$ cat src/rtl/qspi_flash_seq_if.sv
// Bus bundle between the flash command sequencer, its host and the QSPI register wrapper.
// Every *_vld/*_rdy pair: a transfer happens on a clock edge where both are high; the sender holds payload stable while vld is high and rdy is low.
interface qspi_flash_seq_if #(
  parameter int LEN_W = 8
);
  logic             cmd_vld;
  logic             cmd_rdy;
  logic [7:0]       cmd_opcode;
  logic [23:0]      cmd_addr;
  logic [LEN_W-1:0] cmd_len;
  logic             cmd_quad;

  logic             rd_vld;
  logic             rd_rdy;
  logic [7:0]       rd_dat;
  logic             done;
  logic             err;

  logic             q_req_vld;
  logic             q_req_rdy;
  logic [3:0]       q_req_addr;
  logic             q_req_read;
  logic [7:0]       q_req_dat;

  logic             q_rsp_vld;
  logic             q_rsp_rdy;
  logic [7:0]       q_rsp_dat;

  modport master (
    input  cmd_vld, cmd_opcode, cmd_addr, cmd_len, cmd_quad, rd_rdy,
           q_req_rdy, q_rsp_vld, q_rsp_dat,
    output cmd_rdy, rd_vld, rd_dat, done, err,
           q_req_vld, q_req_addr, q_req_read, q_req_dat, q_rsp_rdy
  );

  modport slave (
    output cmd_vld, cmd_opcode, cmd_addr, cmd_len, cmd_quad, rd_rdy,
           q_req_rdy, q_rsp_vld, q_rsp_dat,
    input  cmd_rdy, rd_vld, rd_dat, done, err,
           q_req_vld, q_req_addr, q_req_read, q_req_dat, q_rsp_rdy
  );
endinterface

$ cat src/rtl/qspi_flash_seq.sv
// Turns one flash read command into the register-access sequence of the QSPI wrapper and streams the read bytes out.
// Optional macro QSPI_SEQ_TIMEOUT_EN adds a per-access response timeout with a sticky err flag.
module qspi_flash_seq #(
  parameter int         LEN_W       = 8,
  parameter logic [3:0] DIV         = 4'd1,
  parameter logic [1:0] MODE        = 2'd0,
  parameter int         DUMMY_BYTES = 1
) (
  input  logic              clk,
  input  logic              rst_n,
  qspi_flash_seq_if.master  bus,
  output logic [3:0]        dbg_state_o
);

  typedef enum logic [3:0] {
    S_IDLE, S_CFG0, S_CS_LO, S_OPC, S_TYPE, S_ADDR, S_DUMMY, S_RD, S_CS_HI, S_DONE
  } state_t;

  localparam logic [1:0] DUMMY_LAST = 2'((DUMMY_BYTES > 0) ? DUMMY_BYTES - 1 : 0);

  state_t           state_q, state_d;
  logic             wait_q, wait_d;     // 0: ISSUE sub-phase, 1: WAIT sub-phase
  logic [1:0]       idx_q, idx_d;
  logic [LEN_W-1:0] len_q, len_d;
  logic [7:0]       opc_q, opc_d;
  logic [23:0]      addr_q, addr_d;
  logic             quad_q, quad_d;

  logic   cmd_fire, rsp_fire, tmo_hit, busy;
  logic   req_vld, req_read, rsp_rdy, rd_vld;
  logic [3:0] req_addr;
  logic [7:0] req_dat;
  state_t after_addr, after_dummy;

  assign busy     = (state_q != S_IDLE) && (state_q != S_DONE);
  assign cmd_fire = bus.cmd_vld && (state_q == S_IDLE);
  assign rsp_fire = bus.q_rsp_vld && rsp_rdy;

  assign after_dummy = (len_q != '0) ? S_RD : S_CS_HI;
  assign after_addr  = (quad_q && (DUMMY_BYTES > 0)) ? S_DUMMY : after_dummy;

  always_ff @(posedge clk or negedge rst_n) begin
    if (!rst_n) begin
      state_q <= S_IDLE;
      wait_q  <= 1'b0;
      idx_q   <= 2'd0;
      len_q   <= '0;
      opc_q   <= 8'h00;
      addr_q  <= 24'h0;
      quad_q  <= 1'b0;
    end else begin
      state_q <= state_d;
      wait_q  <= wait_d;
      idx_q   <= idx_d;
      len_q   <= len_d;
      opc_q   <= opc_d;
      addr_q  <= addr_d;
      quad_q  <= quad_d;
    end
  end

  always_comb begin
    state_d = state_q;
    wait_d  = wait_q;
    idx_d   = idx_q;
    len_d   = len_q;
    opc_d   = opc_q;
    addr_d  = addr_q;
    quad_d  = quad_q;
    if (cmd_fire) begin
      opc_d   = bus.cmd_opcode;
      addr_d  = bus.cmd_addr;
      len_d   = bus.cmd_len;
      quad_d  = bus.cmd_quad;
      idx_d   = 2'd0;
      wait_d  = 1'b0;
      state_d = S_CFG0;
    end else if (state_q == S_DONE) begin
      state_d = S_IDLE;
    end else if (busy && !wait_q) begin
      if (bus.q_req_rdy) wait_d = 1'b1;
    end else if (busy && tmo_hit) begin
      // Undelivered bytes are abandoned; CS must still be raised.
      wait_d  = 1'b0;
      idx_d   = 2'd0;
      state_d = (state_q == S_CS_HI) ? S_DONE : S_CS_HI;
    end else if (busy && rsp_fire) begin
      wait_d = 1'b0;
      case (state_q)
        S_CFG0:  state_d = S_CS_LO;
        S_CS_LO: state_d = S_OPC;
        S_OPC:   state_d = quad_q ? S_TYPE : S_ADDR;
        S_TYPE:  state_d = S_ADDR;
        S_ADDR: begin
          if (idx_q == 2'd2) begin
            idx_d   = 2'd0;
            state_d = after_addr;
          end else begin
            idx_d = idx_q + 2'd1;
          end
        end
        S_DUMMY: begin
          if (idx_q == DUMMY_LAST) begin
            idx_d   = 2'd0;
            state_d = after_dummy;
          end else begin
            idx_d = idx_q + 2'd1;
          end
        end
        S_RD: begin
          len_d = len_q - LEN_W'(1);
          if (len_q == LEN_W'(1)) state_d = S_CS_HI;
        end
        S_CS_HI: state_d = S_DONE;
        default: state_d = S_IDLE;
      endcase
    end
  end

  always_comb begin
    req_vld  = busy && !wait_q;
    rsp_rdy  = 1'b0;
    rd_vld   = 1'b0;
    req_addr = 4'd0;
    req_read = 1'b0;
    req_dat  = 8'h00;
    if (busy && wait_q && !tmo_hit) begin
      rsp_rdy = (state_q == S_RD) ? bus.rd_rdy : 1'b1;
      rd_vld  = (state_q == S_RD) && bus.q_rsp_vld;
    end
    case (state_q)
      S_CFG0:  begin req_addr = 4'd0; req_dat = {MODE, 1'b0, 2'b00, 3'b000}; end
      S_CS_LO: begin req_addr = 4'd1; req_dat = {DIV, 1'b0, 3'b000}; end
      S_OPC:   begin req_addr = 4'd2; req_dat = opc_q; end
      S_TYPE:  begin req_addr = 4'd0; req_dat = {MODE, 1'b0, 2'b10, 3'b000}; end
      S_ADDR: begin
        req_addr = 4'd2;
        case (idx_q)
          2'd0:    req_dat = addr_q[23:16];
          2'd1:    req_dat = addr_q[15:8];
          default: req_dat = addr_q[7:0];
        endcase
      end
      S_DUMMY: begin req_addr = 4'd2; req_dat = 8'hFF; end
      S_RD:    begin req_addr = 4'd2; req_read = 1'b1; end
      S_CS_HI: begin req_addr = 4'd1; req_dat = {DIV, 1'b1, 3'b000}; end
      default: begin req_addr = 4'd0; req_dat = 8'h00; end
    endcase
  end

`ifdef QSPI_SEQ_TIMEOUT_EN
  logic [11:0] tmo_q, tmo_d;
  logic        err_q, err_d;

  assign tmo_hit = busy && wait_q && (tmo_q == 12'hFFF);

  always_comb begin
    tmo_d = tmo_q;
    err_d = err_q;
    if (cmd_fire) begin
      tmo_d = 12'd0;
      err_d = 1'b0;
    end else if (tmo_hit) begin
      tmo_d = 12'd0;
      err_d = 1'b1;
    end else if (busy && wait_q) begin
      tmo_d = rsp_fire ? 12'd0 : tmo_q + 12'd1;
    end
  end

  always_ff @(posedge clk or negedge rst_n) begin
    if (!rst_n) begin
      tmo_q <= 12'd0;
      err_q <= 1'b0;
    end else begin
      tmo_q <= tmo_d;
      err_q <= err_d;
    end
  end

  assign bus.err = err_q;
`else
  assign tmo_hit = 1'b0;
  assign bus.err = 1'b0;
`endif

  assign bus.cmd_rdy    = (state_q == S_IDLE);
  assign bus.done       = (state_q == S_DONE);
  assign bus.q_req_vld  = req_vld;
  assign bus.q_req_addr = req_addr;
  assign bus.q_req_read = req_read;
  assign bus.q_req_dat  = req_dat;
  assign bus.q_rsp_rdy  = rsp_rdy;
  assign bus.rd_vld     = rd_vld;
  assign bus.rd_dat     = bus.q_rsp_dat;
  assign dbg_state_o    = state_q;

endmodule
$ cat src/flat_wrapper.sv
// flat-port wrapper written by rule: the top's interface ports become plain ports
module qspi_flash_seq_flat 
#(
  parameter int         LEN_W       = 8,
  parameter logic [3:0] DIV         = 4'd1,
  parameter logic [1:0] MODE        = 2'd0,
  parameter int         DUMMY_BYTES = 1
)
  (clk, rst_n, dbg_state_o, bus_cmd_vld, bus_cmd_opcode, bus_cmd_addr, bus_cmd_len, bus_cmd_quad, bus_rd_rdy, bus_q_req_rdy, bus_q_rsp_vld, bus_q_rsp_dat, bus_cmd_rdy, bus_rd_vld, bus_rd_dat, bus_done, bus_err, bus_q_req_vld, bus_q_req_addr, bus_q_req_read, bus_q_req_dat, bus_q_rsp_rdy);
  qspi_flash_seq_if #(.LEN_W(LEN_W)) bus_i ();
  input  logic clk;
  input  logic rst_n;
  output logic [3:0] dbg_state_o;
  input wire logic [$bits(bus_i.cmd_vld)-1:0] bus_cmd_vld;
  input wire logic [$bits(bus_i.cmd_opcode)-1:0] bus_cmd_opcode;
  input wire logic [$bits(bus_i.cmd_addr)-1:0] bus_cmd_addr;
  input wire logic [$bits(bus_i.cmd_len)-1:0] bus_cmd_len;
  input wire logic [$bits(bus_i.cmd_quad)-1:0] bus_cmd_quad;
  input wire logic [$bits(bus_i.rd_rdy)-1:0] bus_rd_rdy;
  input wire logic [$bits(bus_i.q_req_rdy)-1:0] bus_q_req_rdy;
  input wire logic [$bits(bus_i.q_rsp_vld)-1:0] bus_q_rsp_vld;
  input wire logic [$bits(bus_i.q_rsp_dat)-1:0] bus_q_rsp_dat;
  output wire logic [$bits(bus_i.cmd_rdy)-1:0] bus_cmd_rdy;
  output wire logic [$bits(bus_i.rd_vld)-1:0] bus_rd_vld;
  output wire logic [$bits(bus_i.rd_dat)-1:0] bus_rd_dat;
  output wire logic [$bits(bus_i.done)-1:0] bus_done;
  output wire logic [$bits(bus_i.err)-1:0] bus_err;
  output wire logic [$bits(bus_i.q_req_vld)-1:0] bus_q_req_vld;
  output wire logic [$bits(bus_i.q_req_addr)-1:0] bus_q_req_addr;
  output wire logic [$bits(bus_i.q_req_read)-1:0] bus_q_req_read;
  output wire logic [$bits(bus_i.q_req_dat)-1:0] bus_q_req_dat;
  output wire logic [$bits(bus_i.q_rsp_rdy)-1:0] bus_q_rsp_rdy;
  assign bus_i.cmd_vld = bus_cmd_vld;
  assign bus_i.cmd_opcode = bus_cmd_opcode;
  assign bus_i.cmd_addr = bus_cmd_addr;
  assign bus_i.cmd_len = bus_cmd_len;
  assign bus_i.cmd_quad = bus_cmd_quad;
  assign bus_i.rd_rdy = bus_rd_rdy;
  assign bus_i.q_req_rdy = bus_q_req_rdy;
  assign bus_i.q_rsp_vld = bus_q_rsp_vld;
  assign bus_i.q_rsp_dat = bus_q_rsp_dat;
  assign bus_cmd_rdy = bus_i.cmd_rdy;
  assign bus_rd_vld = bus_i.rd_vld;
  assign bus_rd_dat = bus_i.rd_dat;
  assign bus_done = bus_i.done;
  assign bus_err = bus_i.err;
  assign bus_q_req_vld = bus_i.q_req_vld;
  assign bus_q_req_addr = bus_i.q_req_addr;
  assign bus_q_req_read = bus_i.q_req_read;
  assign bus_q_req_dat = bus_i.q_req_dat;
  assign bus_q_rsp_rdy = bus_i.q_rsp_rdy;
  qspi_flash_seq #(.LEN_W(LEN_W), .DIV(DIV), .MODE(MODE), .DUMMY_BYTES(DUMMY_BYTES)) u_core (.clk(clk), .rst_n(rst_n), .bus(bus_i), .dbg_state_o(dbg_state_o));
endmodule
$ cat config.mk
export PLATFORM = sky130hd
export DESIGN_NAME = qspi_flash_seq_flat
export DESIGN_NICKNAME = d
export VERILOG_FILES = /design/src/rtl/qspi_flash_seq_if.sv /design/src/rtl/qspi_flash_seq.sv /design/src/flat_wrapper.sv
export SDC_FILE = /design/constraint.sdc
export NUM_CORES = 1
export LEC_CHECK = 0
export BUFFER_PORTS_ARGS = -buffer_cell sky130_fd_sc_hd__buf_2
export CAP_MARGIN = 15
export CORE_UTILIZATION = 50
export DETAILED_ROUTE_END_ITERATION = 6
export GPL_ROUTABILITY_DRIVEN = 0
export MAX_ROUTING_LAYER = met4
export PLACE_DENSITY = 0.82
export SYNTH_ARGS = -nofsm -noshare
export SYNTH_HDL_FRONTEND = slang
export SYNTH_SLANG_ARGS = --single-unit
$ cat constraint.sdc
create_clock -name clk -period 3.35 [get_ports clk]
set_input_delay 0.67 -clock clk [delete_from_list [all_inputs] [get_ports clk]]
set_output_delay 0.67 -clock clk [all_outputs]
set_load 0.03 [all_outputs]
Yosys cells after proc, flatten, opt, wreduce, memory -nomap -nowiden. Cells that the tools add are included.

Register bits after elaboration: 48. Bits of input ports: 55. Output and inout port bits: 31.

Add/subtract/negate cells: 2. Equality and inequality tests: 20. Multiplexer cells: 35. Reductions and logical operators: 24.

Operator list (number): $mux W8 (5); $pmux W8 S5 (1); $mux W4 (9); $pmux W4 S8 (1); $eq A4 B3 Y1 const B (4); $pmux W8 S2 (1); $mux W2 (6); $ne A4 B2 Y1 const B (3); $mux W1 (10); $reduce_bool A3 Y1 (3); $eq A4 B2 Y1 const B (2); $eq A4 B4 Y1 const B (2); $eq A8 B1 Y1 const B (1); $pmux W2 S2 (2); $reduce_and A4 Y1 (2); $reduce_bool A8 Y1 (1); $sub A8 B1 Y8 const B (1); $logic_and A1 B1 Y1 (7); $ne A3 B2 Y1 const B (2); $reduce_and A5 Y1 (1); $eq A4 B1 Y1 const B (1); $logic_not A4 Y1 (1); $ne A2 B1 Y1 const B (2); $ne A4 B4 Y1 const B (1); 10 further kinds (12).

Logic depth before layout (Yosys ltp).
Depth after elaboration: 10. Depth in mapped cells: 8. Mapped depth without buffers: 7.

Worst setup path after synthesis. No wires, ideal clock.

Path kind: register to output. From: register u_core.idx_q[0]. To: output bus_q_req_dat[4]. Arrival time: 2.127 ns. Data required time: 2.680 ns. Slack: 0.553 ns. Stages on the path, launching flop included: 9. Buffers on the path: 1. Cells stage by stage: dfrtp_1 inv_1 ha_1 clkbuf_1 nor2_1 a21oi_1 o21ai_0 a22oi_1 o21ai_0.

Cells in the longest elaborated chain, start to end: 3.

Ends and longest elaborated chain: start, declared (line qspi_flash_seq.sv:23) `logic [1:0] idx_q, idx_d;`; start signal, assigned (line qspi_flash_seq.sv:54) `idx_q <= idx_d;`; $eq A2 B1 Y1 / $logic_not A2 Y1 (equally long branches) (line qspi_flash_seq.sv:138) `case (idx_q)`; $pmux W8 S2 (*) (line qspi_flash_seq.sv:138); $pmux W8 S5 (*) (line qspi_flash_seq.sv:131) `case (state_q)`; end, declared (line flat_wrapper.sv:31) `output wire logic [$bits(bus_i.q_req_dat)-1:0] bus_q_req_dat;`.

Every way passes the cells marked *; elsewhere a longest branch is shown, timed or not.

Worst setup path after layout.
From: register u_core.idx_q[1]. To: output bus_q_req_dat[4].

The elaborated chain is that of the path after synthesis.

==> results <==
- The total wirelength of the detailed-routed design is 6.36 mm.
- The later pin in the worst-skew pair is clocked with a latency of 0.31 ns.
- The number of cell instances on the worst register-to-register path is 6.
- Setup slack on the critical path of the routed design comes to 0.296 ns.
- Entering global routing, the biggest net connects 49 pins.
- Once detail routing completed, the nets flagged for antenna violations numbered 0.
- By startpoint and endpoint, the worst setup path is classified as flip-flop to output port.
- Of the post-synthesis cell area, the part taken by muxes is 0.0217.
- The most used flip-flop cell after synthesis is dfrtp_1.
- On the final layout, the worst clock skew is 0.00864 ns.
- The area overhead of the layout relative to synthesis is 14.9%.
- The number of gates given a new drive strength after cts is 0.
- Counting the buffers created by CTS gives 5.
- The data arrival time of the critical path is 2.38 ns.
- The total via count after detailed routing is 2,523.
- The first global-routing pass estimated 10.4 mm of wire.
- The remaining global-route overflow is 0.
- The final number of max-transition violations is 0.
- Of the post-synthesis cell area, the dominant cell type holds 0.416.
- The first routing iteration left 197 violations.
- The post-synthesis average cell area is 8.16 sq um.
- After clock tree synthesis, the setup repair step added 0 buffers.
- The CTS H-tree depth is 2.
- The run finished with clean final reports.
- Adding up every negative setup slack in the final design gives 0 ns.
- The number of unique standard cell types used by synthesis is 52.
- The share of the synthesized area in compound gates (AO/OA/AOI/OAI) is 0.202.
- The worst relative slew slack is 0.450.
- For this configuration, the core starts out at a cell density of 0.521.
- In this run the power density over the cells is 964 nW/um^2.
- The leakage power is 1.69 nW.
- Along the worst path, the maximum fanout reaches 11.
- The highest-utilization routing layer at the global route stage is met2.
- The number of sinks driven by the clock tree is 48.
- The number of antenna violations at the first check in global routing was 0.
- After legalization and detailed placement, the total HPWL measured 4.74 mm.
- The floorplan has 27 rows.
- TritonCTS built the clock tree.
- The longest clock path from root to sink contains 2 buffers.
- The synthesized design contains 0 enable-type register cells.
- The path class of the tightest hold or removal check is input port to asynchronous set/reset pin.
- The simple-gate share of the synthesized area is 0.250.
- Ranked by total cell area, the synthesized netlist is headed by dfrtp_1 42%, nand2_1 15%, a21oi_1 4.7%.
- The gate count after technology mapping is 354.
- The worst slack after detailed placement is 0.659 ns.
- The XOR/XNOR share of the synthesized area is 0.00867.
- The root buffer selected by CTS is clkbuf_8.
- The startpoint identified for the worst register-to-register timing path is u_core.dbg_state_o[2]$_DFFE_PN0P_.
- During placement, the flow inserted port buffers numbering 66.
- The clock period could shrink to 3.05 ns.
- For met2 alone, demand over resource in global routing was 0.352.
- At the end of the flow, the number of nets in the layout was 462.
- The post-cts hold buffer count is 0.
- The dominant combinational cell family by area after synthesis is simple AND/OR/NAND/NOR gates.
- The share of synthesized registers carrying an async set or reset is 1.00.
- The overall die area is 6080 sq um.
- The number of endpoints failing setup at the final stage is 0.
- The total count of hold-check failures in the final report was 0.
- The area inside the core boundary is 5540 sq um.
- The number of remaining DRC errors is 0.
- The worst setup path is launched from a flip-flop.
- Synthesis inferred 48 register bits.
- The area taken by multi-input logic gates is 1480 sq um.
- In this run the cell area of the synthesized design comes to 2890 sq um.
- The peak supply drop is 0.487 mV.
- The setup slack of the most critical reg-to-reg path is 0.93 ns.
- The endpoint type of the worst setup path is an output port.
- The cell accounting for the most synthesized area is dfrtp_1.
- After clock tree synthesis, the clock-pin slew on the worst setup and hold paths is 0.10 ns.
- The floorplan die height is 78.0 um.
- For this run, the register share of the synthesized area comes to 0.416.
- Dividing the final minimum period by the clock period gives 0.912.
- The routed length per placed instance is 13.4 um.
- For this run, the top clock speed supported by timing is 0.327 GHz.
- The count of fill cells added during filler insertion is 525.
- The per-cell via count in the routed design is 5.32.
- Yosys printed 0 warnings.
- The startpoint of the most critical setup path is u_core.idx_q[1]$_DFFE_PN0P_.
- The horizontal die dimension is 78.0 um.
- The met3 usage is 0.0400.
- Of the total synthesized cell area, the portion taken by full adders, half adders and majority gates is 0.0260.
- For this run, the detailed router's first-pass iteration total came to 4.
- The required time of the critical path is 2.68 ns.
- The proportion of layout cells with a drive suffix above 1 is 0.231.
- For the pin with the worst max-slew slack, the measured transition is 0.826 ns.
- The worst register-to-register path ends at u_core.len_q[3]$_DFFE_PN0P_.
- For this run, global-route usage on met1 was measured as 0.301.
- In the global route stage, overall resource usage came out at 0.224.
- The area used by sequential logic in the layout is 1200 sq um.
- Across the run, the number of max-cap violations was 0.
- The number of global-route vias before repair is 2,260.
- Setup repair after global routing left no endpoint under its margin.
- 0 antenna diodes ended up in the layout.
- The number of ports placed on the die boundary is 86.
-- power by group --
group	switching [mW]	total (mW)	internal (mW)
sequential	0.286	1.13	0.847
clock	0.202	0.446	0.244
combinational	0.982	1.62	0.641
total	1.47	3.20	1.73
-- worst max path at each step --
stage / depth (start not counted) / slack, ns / endpoint
2_1_floorplan: 8 / 0.55 / bus_q_req_dat[4]
5_1_grt: 8 / 0.14 / bus_q_req_dat[4]
6_report: 8 / 0.30 / bus_q_req_dat[4]
4_1_cts: 8 / 0.31 / bus_q_req_dat[4]
3_3_place_gp: 8 / 0.80 / bus_q_req_dat[4]
3_5_place_dp: 8 / 0.66 / bus_q_req_dat[4]
-- per-stage QoR --
step                      utilization  area, sq um  power [mW]  hold slack, ns  std cells
final                           0.599         3320        3.20           0.222        474
after global routing            0.599         3320        3.45           0.229        474
after CTS                       0.596         3300        3.20           0.488        473
after detailed placement        0.574         3180        2.76           0.463        465
after global placement          0.574         3180        2.69           0.464        465
after floorplan                     -         2900        2.38           0.374        356
-- layout by cell type (no fill, tap or decap), types with 3 or more instances in the layout --
master    netlist  layout
nand2_1       118     118
buf_2           3      66
dfrtp_1        48      48
a21oi_1        27      27
o21ai_0        18      18
nor2_1         16      16
a22oi_1        10      10
a21o_1          8       8
inv_1           7       7
nand2b_1        6       6
ha_1            6       6
clkbuf_8        0       6
nor3_1          4       4
and2_1          4       4
mux2i_1         4       4
buf_4          13       4
conb_1          1       3
-- final cells by class --
cell class | count | share of cell area
Multi-Input combinational cell | 267 | 0.446
Sequential cell | 48 | 0.362
Timing Repair Buffer | 72 | 0.121
Tap cell | 72 | 0.0271
Clock buffer | 6 | 0.0249
Clock inverter | 2 | 0.0117
Inverter | 7 | 0.00792
-- layer usage --
metal  up-vias  share of wire
met3         8          0.037
met4         0          0.011
met5         -              0
met1      1187           0.48
met2        57           0.48
li1       1271              -
-- state kept, by name, summed over array words and instances (netlist names) --
| name | count |
|---|---|
| u_core.addr_q | 24 |
| u_core.wait_q | 1 |
| u_core.opc_q | 8 |
| u_core.len_q | 8 |
| u_core.dbg_state_o | 4 |
| u_core.quad_q | 1 |
| u_core.idx_q | 2 |
-- critical path, stage by stage (launching register included) --
cell and delay [ns]:
dfrtp_1 0.37, inv_1 0.08, ha_1 0.31, nor2_1 0.44, a21oi_1 0.15, o21ai_0 0.18
a22oi_1 0.10, o21ai_0 0.21, buf_2 0.23
-- cells by family after synthesis --
logic type / after synthesis
multiplexers: 6
other: 1
XOR/XNOR: 2
adder cells (fa/ha/maj): 6
AND/OR/NAND/NOR: 164
flip-flops: 48
buffers and inverters: 41
AO/OA/AOI/OAI: 86
-- Yosys cell counts (2+ instances only) --
master,count
a21o_1,8
a21oi_1,27
a22o_1,2
a22oi_1,10
a31oi_1,2
a32oi_1,2
and2_1,4
buf_2,3
buf_4,13
clkbuf_1,16
dfrtp_1,48
ha_1,6
inv_1,7
mux2_2,2
mux2i_1,4
nand2_1,118
nand2b_1,6
nand3_1,2
nor2_1,16
nor2b_1,2
nor3_1,4
nor4_1,2
o21a_1,2
o21ai_0,18
o2bb2ai_1,2
or3b_2,2
No activity file was read; power rests on OpenSTA's default activity.
